--- config.mk ---
export PLATFORM = sky130hd
export DESIGN_NAME = i2c_slave_core
export DESIGN_NICKNAME = d
export VERILOG_FILES = /design/src/rtl/i2c_slave_core.sv
export SDC_FILE = /design/constraint.sdc
export NUM_CORES = 1
export LEC_CHECK = 0
export CELL_PAD_IN_SITES_DETAIL_PLACEMENT = 0
export CELL_PAD_IN_SITES_GLOBAL_PLACEMENT = 1
export CORE_MARGIN = 1
export CORE_UTILIZATION = 25
export DETAILED_ROUTE_END_ITERATION = 8
export GPL_TIMING_DRIVEN = 0
export PLACE_DENSITY_LB_ADDON = 0.1
export SLEW_MARGIN = 25
export SYNTH_ARGS = -nofsm -noshare
export SYNTH_HDL_FRONTEND = slang
export SYNTH_SLANG_ARGS = --single-unit
--- constraint.sdc ---
create_clock -name clk -period 3.3 [get_ports clk]
set_input_delay 0.33 -clock clk [delete_from_list [all_inputs] [get_ports clk]]
set_output_delay 0.33 -clock clk [all_outputs]
set_load 0.02 [all_outputs]
--- src/rtl/i2c_slave_core.sv ---
// i2c_slave_core: I2C target front-end with synchronised, glitch-filtered SCL/SDA and a byte interface.
// Define I2C_SLAVE_CLK_STRETCH_EN to add scl_oe/tx_valid clock stretching while waiting for read data.
module i2c_slave_core #(
  parameter logic [6:0] SLAVE_ADDR = 7'h50,
  parameter int SYNC_STAGES = 2,
  parameter int FILTER_LEN = 3
) (
  input  logic       clk,
  input  logic       rst,
  input  logic       scl_i,
  input  logic       sda_i,
  output logic       sda_oe,
  output logic [7:0] rx_data,
  output logic       rx_valid,
  input  logic [7:0] tx_data,
  output logic       tx_req,
`ifdef I2C_SLAVE_CLK_STRETCH_EN
  output logic       scl_oe,
  input  logic       tx_valid,
`endif
  output logic       start_det,
  output logic       stop_det,
  output logic       busy
);
  typedef enum logic [2:0] {IDLE, ADDR, ADDR_ACK, WR_DATA, WR_ACK, RD_DATA, RD_ACK, IGNORE} state_e;
  logic [1:0] sync_q [SYNC_STAGES];
  logic [1:0] sync_d [SYNC_STAGES];
  logic [2:0] fcnt_q [2];
  logic [2:0] fcnt_d [2];
  logic [1:0] filt_q, filt_d;
  logic scl_rise, scl_fall, sda_s, start_c, stop_c, lat_ev, tv;
  state_e st_q, st_d;
  logic [3:0] cnt_q, cnt_d;
  logic [7:0] sh_q, sh_d, tx_sh_q, tx_sh_d, rx_data_q, rx_data_d;
  logic str_q, str_d, sda_oe_q, sda_oe_d, rx_valid_q, rx_valid_d, tx_req_q, tx_req_d;
  logic start_q, start_d, stop_q, stop_d, busy_q, busy_d;
  // bit 1 carries SCL, bit 0 carries SDA through synchroniser and filter
  always_comb begin
    sync_d[0] = {scl_i, sda_i};
    for (int i = 1; i < SYNC_STAGES; i++) sync_d[i] = sync_q[i-1];
  end
  always_comb begin
    filt_d = filt_q;
    for (int k = 0; k < 2; k++) begin
      fcnt_d[k] = 3'd0;
      if (sync_q[SYNC_STAGES-1][k] != filt_q[k]) begin
        fcnt_d[k] = fcnt_q[k] + 3'd1;
        if (fcnt_d[k] == 3'(FILTER_LEN)) begin
          filt_d[k] = sync_q[SYNC_STAGES-1][k];
          fcnt_d[k] = 3'd0;
        end
      end
    end
  end
  always_ff @(posedge clk or posedge rst)
    if (rst) begin
      for (int i = 0; i < SYNC_STAGES; i++) sync_q[i] <= 2'b11;
      fcnt_q[0] <= 3'd0;
      fcnt_q[1] <= 3'd0;
      filt_q <= 2'b11;
    end else begin
      sync_q <= sync_d;
      fcnt_q <= fcnt_d;
      filt_q <= filt_d;
    end
  assign scl_rise = filt_d[1] & ~filt_q[1];
  assign scl_fall = ~filt_d[1] & filt_q[1];
  assign sda_s = filt_q[0];
  assign start_c = ~filt_d[0] & filt_q[0] & filt_q[1];
  assign stop_c = filt_d[0] & ~filt_q[0] & filt_q[1];
`ifdef I2C_SLAVE_CLK_STRETCH_EN
  assign tv = tx_valid;
`else
  assign tv = 1'b1;
`endif
  // read data is fetched on the ACK falling edge after a read address or a master ACK
  assign lat_ev = str_q | (scl_fall & ((st_q == ADDR_ACK & sh_q[0]) | st_q == RD_ACK));
  always_comb begin
    st_d = st_q;
    cnt_d = cnt_q;
    sh_d = sh_q;
    tx_sh_d = tx_sh_q;
    str_d = 1'b0;
    sda_oe_d = sda_oe_q;
    rx_data_d = rx_data_q;
    rx_valid_d = 1'b0;
    tx_req_d = 1'b0;
    start_d = 1'b0;
    stop_d = 1'b0;
    busy_d = busy_q;
    if (start_c) begin
      st_d = ADDR;
      cnt_d = 4'd0;
      sda_oe_d = 1'b0;
      start_d = 1'b1;
      busy_d = 1'b1;
    end else if (stop_c) begin
      st_d = IDLE;
      sda_oe_d = 1'b0;
      stop_d = 1'b1;
      busy_d = 1'b0;
    end else if (lat_ev) begin
      if (tv) begin
        tx_sh_d = tx_data;
        sda_oe_d = ~tx_data[7];
        cnt_d = 4'd1;
        st_d = RD_DATA;
      end else str_d = 1'b1;
    end else if (scl_rise) begin
      case (st_q)
        ADDR, WR_DATA: begin
          sh_d = {sh_q[6:0], sda_s};
          cnt_d = cnt_q + 4'd1;
          rx_data_d = (st_q == WR_DATA && cnt_q == 4'd7) ? {sh_q[6:0], sda_s} : rx_data_q;
          rx_valid_d = st_q == WR_DATA && cnt_q == 4'd7;
        end
        ADDR_ACK: tx_req_d = sh_q[0];
        RD_ACK: begin
          st_d = sda_s ? IGNORE : RD_ACK;
          tx_req_d = ~sda_s;
        end
        default: ;
      endcase
    end else if (scl_fall) begin
      case (st_q)
        ADDR: if (cnt_q == 4'd8) begin
          st_d = (sh_q[7:1] == SLAVE_ADDR) ? ADDR_ACK : IGNORE;
          sda_oe_d = sh_q[7:1] == SLAVE_ADDR;
        end
        ADDR_ACK: begin
          sda_oe_d = 1'b0;
          cnt_d = 4'd0;
          st_d = WR_DATA;
        end
        WR_DATA: if (cnt_q == 4'd8) begin
          sda_oe_d = 1'b1;
          cnt_d = 4'd0;
          st_d = WR_ACK;
        end
        WR_ACK: begin
          sda_oe_d = 1'b0;
          st_d = WR_DATA;
        end
        RD_DATA: begin
          sda_oe_d = (cnt_q == 4'd8) ? 1'b0 : ~tx_sh_q[6];
          tx_sh_d = {tx_sh_q[6:0], 1'b0};
          cnt_d = (cnt_q == 4'd8) ? 4'd0 : cnt_q + 4'd1;
          st_d = (cnt_q == 4'd8) ? RD_ACK : RD_DATA;
        end
        default: sda_oe_d = 1'b0;
      endcase
    end
  end
  always_ff @(posedge clk or posedge rst)
    if (rst) begin
      st_q <= IDLE;
      cnt_q <= 4'd0;
      sh_q <= 8'h00;
      tx_sh_q <= 8'h00;
      str_q <= 1'b0;
      sda_oe_q <= 1'b0;
      rx_data_q <= 8'h00;
      rx_valid_q <= 1'b0;
      tx_req_q <= 1'b0;
      start_q <= 1'b0;
      stop_q <= 1'b0;
      busy_q <= 1'b0;
    end else begin
      st_q <= st_d;
      cnt_q <= cnt_d;
      sh_q <= sh_d;
      tx_sh_q <= tx_sh_d;
      str_q <= str_d;
      sda_oe_q <= sda_oe_d;
      rx_data_q <= rx_data_d;
      rx_valid_q <= rx_valid_d;
      tx_req_q <= tx_req_d;
      start_q <= start_d;
      stop_q <= stop_d;
      busy_q <= busy_d;
    end
`ifdef I2C_SLAVE_CLK_STRETCH_EN
  logic scl_oe_q, scl_oe_d;
  // SCL is released one clk after the latch so the MSB is already on SDA
  assign scl_oe_d = str_q | str_d;
  always_ff @(posedge clk or posedge rst)
    if (rst) scl_oe_q <= 1'b0;
    else scl_oe_q <= scl_oe_d;
  assign scl_oe = scl_oe_q;
`endif
  assign sda_oe = sda_oe_q;
  assign rx_data = rx_data_q;
  assign rx_valid = rx_valid_q;
  assign tx_req = tx_req_q;
  assign start_det = start_q;
  assign stop_det = stop_q;
  assign busy = busy_q;
endmodule

Word-level counts from Yosys, hierarchy flattened
Index checks and enable logic that the tools add are counted.

storage, ports and cells
  logic and storage cells = 134
  output and inout bits = 14
  register bits = 48

operators by class
  bitwise gates (word level) = 18
  add/subtract/negate cells = 3
  reduce and logical (&&, ||, !) cells = 17
  equality and inequality tests = 23
  muxes and demuxes = 57

operator list
  kind                                                                   number
  3-bit 2-to-1 mux                                                       13
  4-bit 2-to-1 mux                                                       8
  7-bit 2-to-1 mux                                                       4
  1-bit 2-to-1 mux                                                       27
  5-bit AND reduction                                                    4
  3-bit by 2-bit equality test with 1-bit output, second input constant  4
  3-bit one-hot mux with 4 select lines                                  1
  4-bit one-hot mux with 3 select lines                                  1
  5-bit by 4-bit != test with 1-bit output, second input constant        2
  3-bit equality test, second input constant                             3
  1-bit inverter                                                         9
  1-bit AND                                                              8
  4-bit by 1-bit != test with 1-bit output, second input constant        2
  4-bit nonzero test                                                     2
  8-bit nonzero test                                                     1
  7-bit equality test, second input constant                             1
  3-bit by 1-bit adder with 3-bit output, second input constant          2
  6-bit by 5-bit != test with 1-bit output, second input constant        1
  6-bit != test, second input constant                                   1
  6-bit AND reduction                                                    1
  2-bit nonzero test                                                     3
  6-bit nonzero test                                                     1
  5-bit by 1-bit != test with 1-bit output, second input constant        1
  5-bit != test, second input constant                                   1
  15 further kinds                                                       17

Longest topological paths before layout
Gate-level depths: netlist of run 1.

  depth in word-level cells = 11
  mapped depth = 11
  gate-level depth less buffers = 11

Worst setup path before layout of run 1
No wires, ideal clock.

  path kind = flip-flop to flip-flop
  start point = register fcnt_q[0] (netlist name)
  end point = register rx_data_q[0], in the netlist rx_data[0]
  stages on the path, launching flop included = 11
  period minus slack after synthesis = 2843 ps
  setup slack = 457 ps
  required time = 3175 ps
  data arrival time = 2718 ps
  setup time = 125 ps
  cell sequence = dfrtp_1 > ha_1 > xnor2_1 > nand2_1 > mux2_2 > inv_1 > ha_1 > o2111a_1 > nor3_4 > nor4b_4 > mux2_2

between the ends
  cells in the longest elaborated chain, start to end = 9
  elaborated cells on any way between the ends = 10
  classes of those cells = 1 x add/sub; 1 x eq/ne; 2 x mux; 5 x bitwise; 1 x reduce/logical

RTL lines
  what                                                RTL line  source
  start, declared                                     28        logic [2:0] fcnt_q [2];
  start signal, assigned                              63        fcnt_q <= fcnt_d;
  3-bit by 1-bit adder with 3-bit output (*)          47        fcnt_d[k] = fcnt_q[k] + 3'd1;
  3-bit by 2-bit equality test with 1-bit output (*)  48        if (fcnt_d[k] == 3'(FILTER_LEN)) begin
  1-bit 2-to-1 mux (*)                                48
  1-bit 2-to-1 mux (*)                                46        if (sync_q[SYNC_STAGES-1][k] != filt_q[k]) begin
  named net filt_d[1]                                 30        logic [1:0] filt_q, filt_d;
  1-bit inverter                                      67        assign scl_fall = ~filt_d[1] & filt_q[1];
  1-bit AND                                           67
  1-bit AND                                           77        assign lat_ev = str_q | (scl_fall & ((st_q == ADDR_ACK & sh_q[0]) | st_q == RD_ACK));
  1-bit inverter (no source line)                     -
  6-bit AND reduction (no source line) (*)            -
  end signal, assigned                                175       rx_data_q <= rx_data_d;
  end, declared                                       34        logic [7:0] sh_q, sh_d, tx_sh_q, tx_sh_d, rx_data_q, rx_data_d;

The timed path passes the listed nets; every way through them passes the cells marked *.
A chain may end at the register's enable or synchronous reset.

Worst setup path after layout of run 1
  start point = register fcnt_q[0] (netlist name)
  end point = register tx_sh_q[6]

between the ends
  cells in the longest elaborated chain, start to end = 9
  elaborated cells on any way between the ends = 13
  classes of those cells = 1 x add/sub; 2 x eq/ne; 3 x mux; 4 x bitwise; 3 x reduce/logical

RTL lines
  what                                                                                                    RTL line  source
  3-bit by 1-bit adder with 3-bit output (*)                                                              47
  3-bit by 2-bit equality test with 1-bit output (*)                                                      48
  1-bit 2-to-1 mux (*)                                                                                    48
  1-bit 2-to-1 mux (*)                                                                                    46
  named net filt_d[1]                                                                                     30
  1-bit inverter                                                                                          67
  1-bit AND                                                                                               67
  1-bit AND                                                                                               77
  2-bit by 1-bit != test with 1-bit output (no source line) / 2-bit nonzero test (equally long branches)  -
  5-bit AND reduction (no source line)                                                                    -
  end signal, assigned                                                                                    172       tx_sh_q <= tx_sh_d;
  end, declared                                                                                           34

Marked as above.

==> results.toml, run 1 <==
[sta]
worst_slew_pin_slew_ns = 0.758
min_period_ns = 3.01
rsz0062_at_grt = "false"
hold_viol_final = 0
layout_setup_ws_ns = 0.289
setup_violations = 0
slew-limit-headroom = 0.495
max_freq_ghz = 0.332
skew_ns = 0.0101
fin_crit_sh = 0.912
slew_violations = 0
hold_ws_ns = 0.363

[worst_setup_path]
cpMaxStageDelayCell = "a21oi_1"
cp-start-kind = "flop"
required_ns = 3.50
critPathKind = "flop to flop"
r2r_slack_ns = 0.29
r2r_cells = 9
startpoint = "fcnt_q[0]"
crit_chain = "ha_1 > xnor2_1 > nand2_1 > mux2_2 > inv_1 > ha_1 > o2111ai_1 > a21oi_1 > mux2_2"
slowest_delay_ns = 0.68
end_kind = "flop"
reg2reg_from = "fcnt_q[0]"
critical_path.max_fanout = 7
worstPathArrival_ns = 3.21
timing.rr.end = "tx_sh_q[6]"

[yosys]
synth_most_common_cell = "dfrtp_1"
yosys.area_share.simple = 0.171
synth-xor-area-share = 0.0221
ys_types = 48
async_flop_share = 1.00
syn_area_per_cell_um2 = 11.0
ys_seq_area_frac = 0.507
synth_fa_ha_area_frac = 0.0473
synthTopCellsByCount = "dfrtp_1 (42), nand2_1 (31), mux2_2 (23)"
synth_cells = 217
synth_top_family_by_area = "simple AND/OR/NAND/NOR gates"
synth_top_area_cell = "dfrtp_1"
synth_mux_area_frac = 0.121
synth-edff-count = 0
synth_area_leaders = "dfrtp_1 (44%), mux2_2 (11%), dfstp_2 (6.6%)"
yosysTopAreaCellShare = 0.441
ys_warn_count = 0
ys_seq_elements = 48
synth_nets = 238
synth_flop_cell = "dfrtp_1"
synth_compound_area_frac = 0.0966
synthesis.area_um2 = 2380

[min_path]
hp-class = "flop to flop"
min_path_cells = 0
min_to = "sync_q[1]"
hold_start = "sync_d[1]"

[layout]
fin_cells = 382
fillers = 986
ff_latch_area_um2 = 1210
insertedDiodeCount = 0
multiInputGateArea_um2 = 1100
drive_gt1_frac = 0.198
nNetsFinal = 273
final_area_um2 = 2960
syn2layout_area_growth_pct = 24.2

[placed_design]
port_buffers = 25
placed_cells_incl_taps = 372
place_ws_ns = -0.0662
place_area_um2 = 2810
dpl.hpwl_mm = 3.80
gp_congestion = 0.746

[drt]
drc = 0
first_iter_violations = 60
vias = 1696
wl_mm = 5.34
drtPass1Iterations = 4
vias_per_cell = 4.44
ant_nets = 0
top_layer_used = "met4"
wl_met1_mm = 2.67
wl_met3_um = 141
avgRoutedWirePerCell_um = 14.0
wl_met2_mm = 2.47

[clock_tree]
clock_sinks = 48
holdBufCountCts = 0
cts.reportedPaths.clkPinSlew_ns = 0.09
cts_resized = 0
cts_buffer_depth = 2
cts_buffers = 5
cts_tree = "yes"
clock-root-buffer = "clkbuf_8"
clk-insertion-delay-late_ns = 0.31
htree_levels = 2

[pwr]
ir_drop_uv = 279
power.total_uw = 2360
power_density_nw_per_um2 = 798
power_leakage_uw = 0.00133

[floorplan]
chipHeight_um = 99.6
core_um2 = 9240
rows = 35
die_area_um2 = 9920
ios = 26
initial_utilization = 0.258
die_w_um = 99.6

[grt]
grt_pass1_wl_mm = 9.30
grt_pass1_vias = 1771
grt_max_degree = 49
grt_overflow_total = 0
gr-usage-all-layers = 0.120
antenna_found_initial = 0

[run_status]
status = "completed"

[job]
max_cap_violations = 0
[registers in the layout, indices dropped and copies added, names as in the netlist, 2 cells and up]
register / flops
fcnt_q: 6
sync_q: 2
cnt_q: 4
tx_sh_q: 7
filt_q: 2
rx_data: 8
sync_d: 2
sh_q: 8
st_q: 3
[area by class of cell]
| class | count | share of cell area |
|---|---|---|
| Sequential cell | 48 | 0.408 |
| Buffer | 5 | 0.00973 |
| Timing Repair Buffer | 28 | 0.0964 |
| Multi-Input combinational cell | 150 | 0.373 |
| Inverter | 14 | 0.0186 |
| Clock buffer | 5 | 0.0233 |
| Clock inverter | 3 | 0.0156 |
| Tap cell | 129 | 0.0545 |
[where the power goes]
group	total (uW)	switching, uW	internal [uW]
sequential	889	137	752
clock	446	217	229
combinational	1030	575	453
total	2360	929	1430
[worst max-delay path: cells and delay by family (launching register included)]
kind,cells,cell delay (ns)
muxes,2,0.71
AOI/OAI and AO/OA,2,0.95
xor gates and xnor gates,1,0.20
DFF,1,0.41
and+or+nand+nor,1,0.10
buffers and inverters,1,0.08
adders and majority gates,2,0.45
[metrics by stage]
stage               utilization  setup TNS [ns]
floorplan                     -               0
global placement          0.302          -0.518
detailed placement        0.304          -0.478
CTS                       0.319               0
global route              0.320               0
finish                    0.320               0
[worst max path at each step]
stage | end | cells past startpoint
after floorplan | rx_data[0] | 10
after global placement | rx_data[7] | 10
after detailed placement | rx_data[7] | 10
after CTS | rx_data[7] | 11
after global routing | tx_sh_q[3] | 9
final | tx_sh_q[6] | 9
[timing repair]
item	4_1_cts	5_1_grt
endpoints found under the setup margin	8	8
buffers inserted	1	1
pin swaps	0	1
[routing by layer]
metal  vias up  track usage
met3         4       0.0211
met4         0       0.0305
met5         -            0
met2        25        0.191
li1        839            -
met1       828        0.169
[layout by cell type (no fill, tap or decap), drive strengths merged, types with 4 or more instances in the layout]
cell	instances
nor4	4
nor3	10
mux2	23
inv	15
nor2	13
nand2	31
clkdlybuf4s50	25
dfrtp	42
ha	9
o21ai	8
dfstp	6
clkbuf	10
[logic make-up after synthesis]
family,count (synthesis)
buffers and inverters,19
and+or+nand+nor,77
AOI/OAI and AO/OA,32
adders and majority gates,9
DFF,48
xor gates and xnor gates,6
muxes,26
Power figures use the tool's default switching activity.
==> run 2: changes to the inputs <==
--- a/config.mk
+++ b/config.mk
@@ -11,6 +11,7 @@
 export CORE_UTILIZATION = 25
 export DETAILED_ROUTE_END_ITERATION = 8
 export GPL_TIMING_DRIVEN = 0
+export HOLD_SLACK_MARGIN = 0.08
 export PLACE_DENSITY_LB_ADDON = 0.1
 export SLEW_MARGIN = 25
 export SYNTH_ARGS = -nofsm -noshare
==> results of run 2 <==
Final layout, timing and power as in run 1 (identical DEF).
==> run 3: changes to the inputs <==
--- a/config.mk
+++ b/config.mk
@@ -5,14 +5,16 @@
 export SDC_FILE = /design/constraint.sdc
 export NUM_CORES = 1
 export LEC_CHECK = 0
+export CAP_MARGIN = 20
 export CELL_PAD_IN_SITES_DETAIL_PLACEMENT = 0
 export CELL_PAD_IN_SITES_GLOBAL_PLACEMENT = 1
 export CORE_MARGIN = 1
-export CORE_UTILIZATION = 25
+export CORE_UTILIZATION = 40
 export DETAILED_ROUTE_END_ITERATION = 8
 export GPL_TIMING_DRIVEN = 0
 export HOLD_SLACK_MARGIN = 0.08
 export PLACE_DENSITY_LB_ADDON = 0.1
+export SETUP_SLACK_MARGIN = 0.02
 export SLEW_MARGIN = 25
 export SYNTH_ARGS = -nofsm -noshare
 export SYNTH_HDL_FRONTEND = slang
==> run 3 against run 2 <==
Against the previous run: sequential cell count stayed put; final cell count is 15% lower; clock skew is 0.0077 ns lower; setup slack better by 0.0047 ns; routed wire length is 15% lower; via count is 0.59% higher; sequential power hardly changed; combinational power hardly changed.
==> results.toml, run 3 (same netlist as run 1, synthesis figures left out) <==
[floorplan]
die_area_um2 = 6270
initial_utilization = 0.425
chipHeight_um = 79.2
rows = 27
ios = 26
core_um2 = 5610
die_w_um = 79.2

[sta]
slew_violations = 0
setup_violations = 0
hold_viol_final = 0
layout_setup_ws_ns = 0.294
fin_setup_tns_ns = 0
skew_ns = 0.00240
max_freq_ghz = 0.333
slew-limit-headroom = 0.378
fin_crit_sh = 0.911
rsz0062_at_grt = "true"
hold_ws_ns = 0.360
worst_slew_pin_slew_ns = 0.924
min_period_ns = 3.01

[worst_setup_path]
critical_path.max_fanout = 7
worstPathArrival_ns = 3.20
startpoint = "fcnt_q[0]"
r2r_cells = 9
crit_end = "tx_sh_q[4]"
slowest_delay_ns = 0.63
r2r_slack_ns = 0.29
cp-start-kind = "flop"
end_kind = "flop"
cpMaxStageDelayCell = "a21oi_1"
crit_chain = "ha_1 > xnor2_1 > nand2_1 > mux2_2 > inv_1 > ha_1 > o2111ai_1 > a21oi_1 > mux2_2"
critPathKind = "flop to flop"
reg2reg_from = "fcnt_q[0]"
required_ns = 3.49
timing.rr.end = "tx_sh_q[4]"

[run_status]
status = "completed"

[grt]
grt_overflow_total = 0
grt_max_degree = 29
grt_pass1_wl_mm = 8.12
grt_pass1_vias = 1647
antenna_found_initial = 0
gr-usage-all-layers = 0.168

[drt]
ant_nets = 0
vias_per_cell = 5.23
vias = 1706
wl_mm = 4.52
avgRoutedWirePerCell_um = 13.9
first_iter_violations = 64
drtPass1Iterations = 4
drc = 0

[clock_tree]
cts_buffer_depth = 2
clock-root-buffer = "clkbuf_8"
cts_buffers = 5
htree_levels = 2
clk-insertion-delay-late_ns = 0.30
holdBufCountCts = 0
clock_sinks = 48
cts_tree = "yes"
cts.reportedPaths.clkPinSlew_ns = 0.08

[layout]
ff_latch_area_um2 = 1210
layout_commonest_cell = "dfrtp_1"
fillers = 541
syn2layout_area_growth_pct = 21.7
final_cell_mix = "dfrtp_1 (42), nand2_1 (31), clkdlybuf4s50_1 (25), mux2_2 (23)"
multiInputGateArea_um2 = 1100
nNetsFinal = 274
drive_gt1_frac = 0.193
insertedDiodeCount = 0

[job]
max_cap_violations = 0

[placed_design]
place_ws_ns = -0.0603
dpl.hpwl_mm = 3.30
gp_congestion = 0.779
port_buffers = 25

[pwr]
power_density_nw_per_um2 = 798
power_leakage_uw = 0.00134
ir_drop_uv = 294

[min_path]
hp-class = "flop to flop"
==> run 3: cell count changes in the layout (fill, tap and decap cells not counted) <==
cell,change
buf_16,+1
clkbuf_1,+1
clkinv_2,+1
clkinvlp_4,-1
inv_2,+1
inv_4,-1
inv_6,-1
nor4_1,+1
nor4_2,-1
==> run 3: worst min-delay path by stage <==
stage | to | cells after the start | start | slack, ns
global route | sync_q[1] | 0 | sync_d[1] | 0.37
floorplan | sync_d[0] | 0 | sda_i | 0.33
finish | sync_q[0] | 0 | sync_d[0] | 0.36
detailed placement | sync_q[1] | 0 | sync_d[1] | 0.35
global placement | sync_q[0] | 0 | sync_d[0] | 0.35
CTS | sync_q[1] | 0 | sync_d[1] | 0.36
==> run 3: what timing repair did <==
item                                    4_1_cts  5_1_grt
endpoints found under the setup margin        8       15
pin swaps                                     0        1
resized for setup                             0        0
buffers inserted                              1        2
hold endpoints to repair                      0        0
==> run 3: power by group <==
group	switching (uW)	internal, uW	total [uW]
combinational	550	458	1010
sequential	136	753	889
clock	192	225	417
total	878	1440	2310
==> run 3: final cells by class <==
cell class	count	area share
Sequential cell	48	0.417
Multi-Input combinational cell	150	0.379
Clock inverter	2	0.0121
Tap cell	72	0.0311
Timing Repair Buffer	29	0.108
Clock buffer	6	0.0250
Buffer	5	0.00993
Inverter	14	0.0181
==> run 3: routing by layer <==
layer	GRT usage	part of all wire
met1	0.239	0.50
met2	0.250	0.45
met3	0.0391	0.033
met4	0.0564	0.014
met5	0	0
==> run 3: worst max-delay path, delay by kind of cell, from the launching register on <==
family	cells	cell delay, ns
flops	1	0.40
mux	2	0.72
fa+ha+maj	2	0.46
compound gates	2	0.92
xor+xnor	1	0.21
buf+inv	1	0.08
simple gates	1	0.11
==> run 3: metrics by stage <==
| step | power (uW) | cells | utilization | area [um^2] |
|---|---|---|---|---|
| 2_1_floorplan | 1650 | 217 | - | 2380 |
| 3_3_place_gp | 1890 | 314 | 0.485 | 2720 |
| 3_5_place_dp | 1900 | 315 | 0.492 | 2760 |
| 4_1_cts | 2330 | 324 | 0.514 | 2880 |
| 5_1_grt | 2520 | 326 | 0.517 | 2900 |
| 6_report | 2310 | 326 | 0.517 | 2900 |
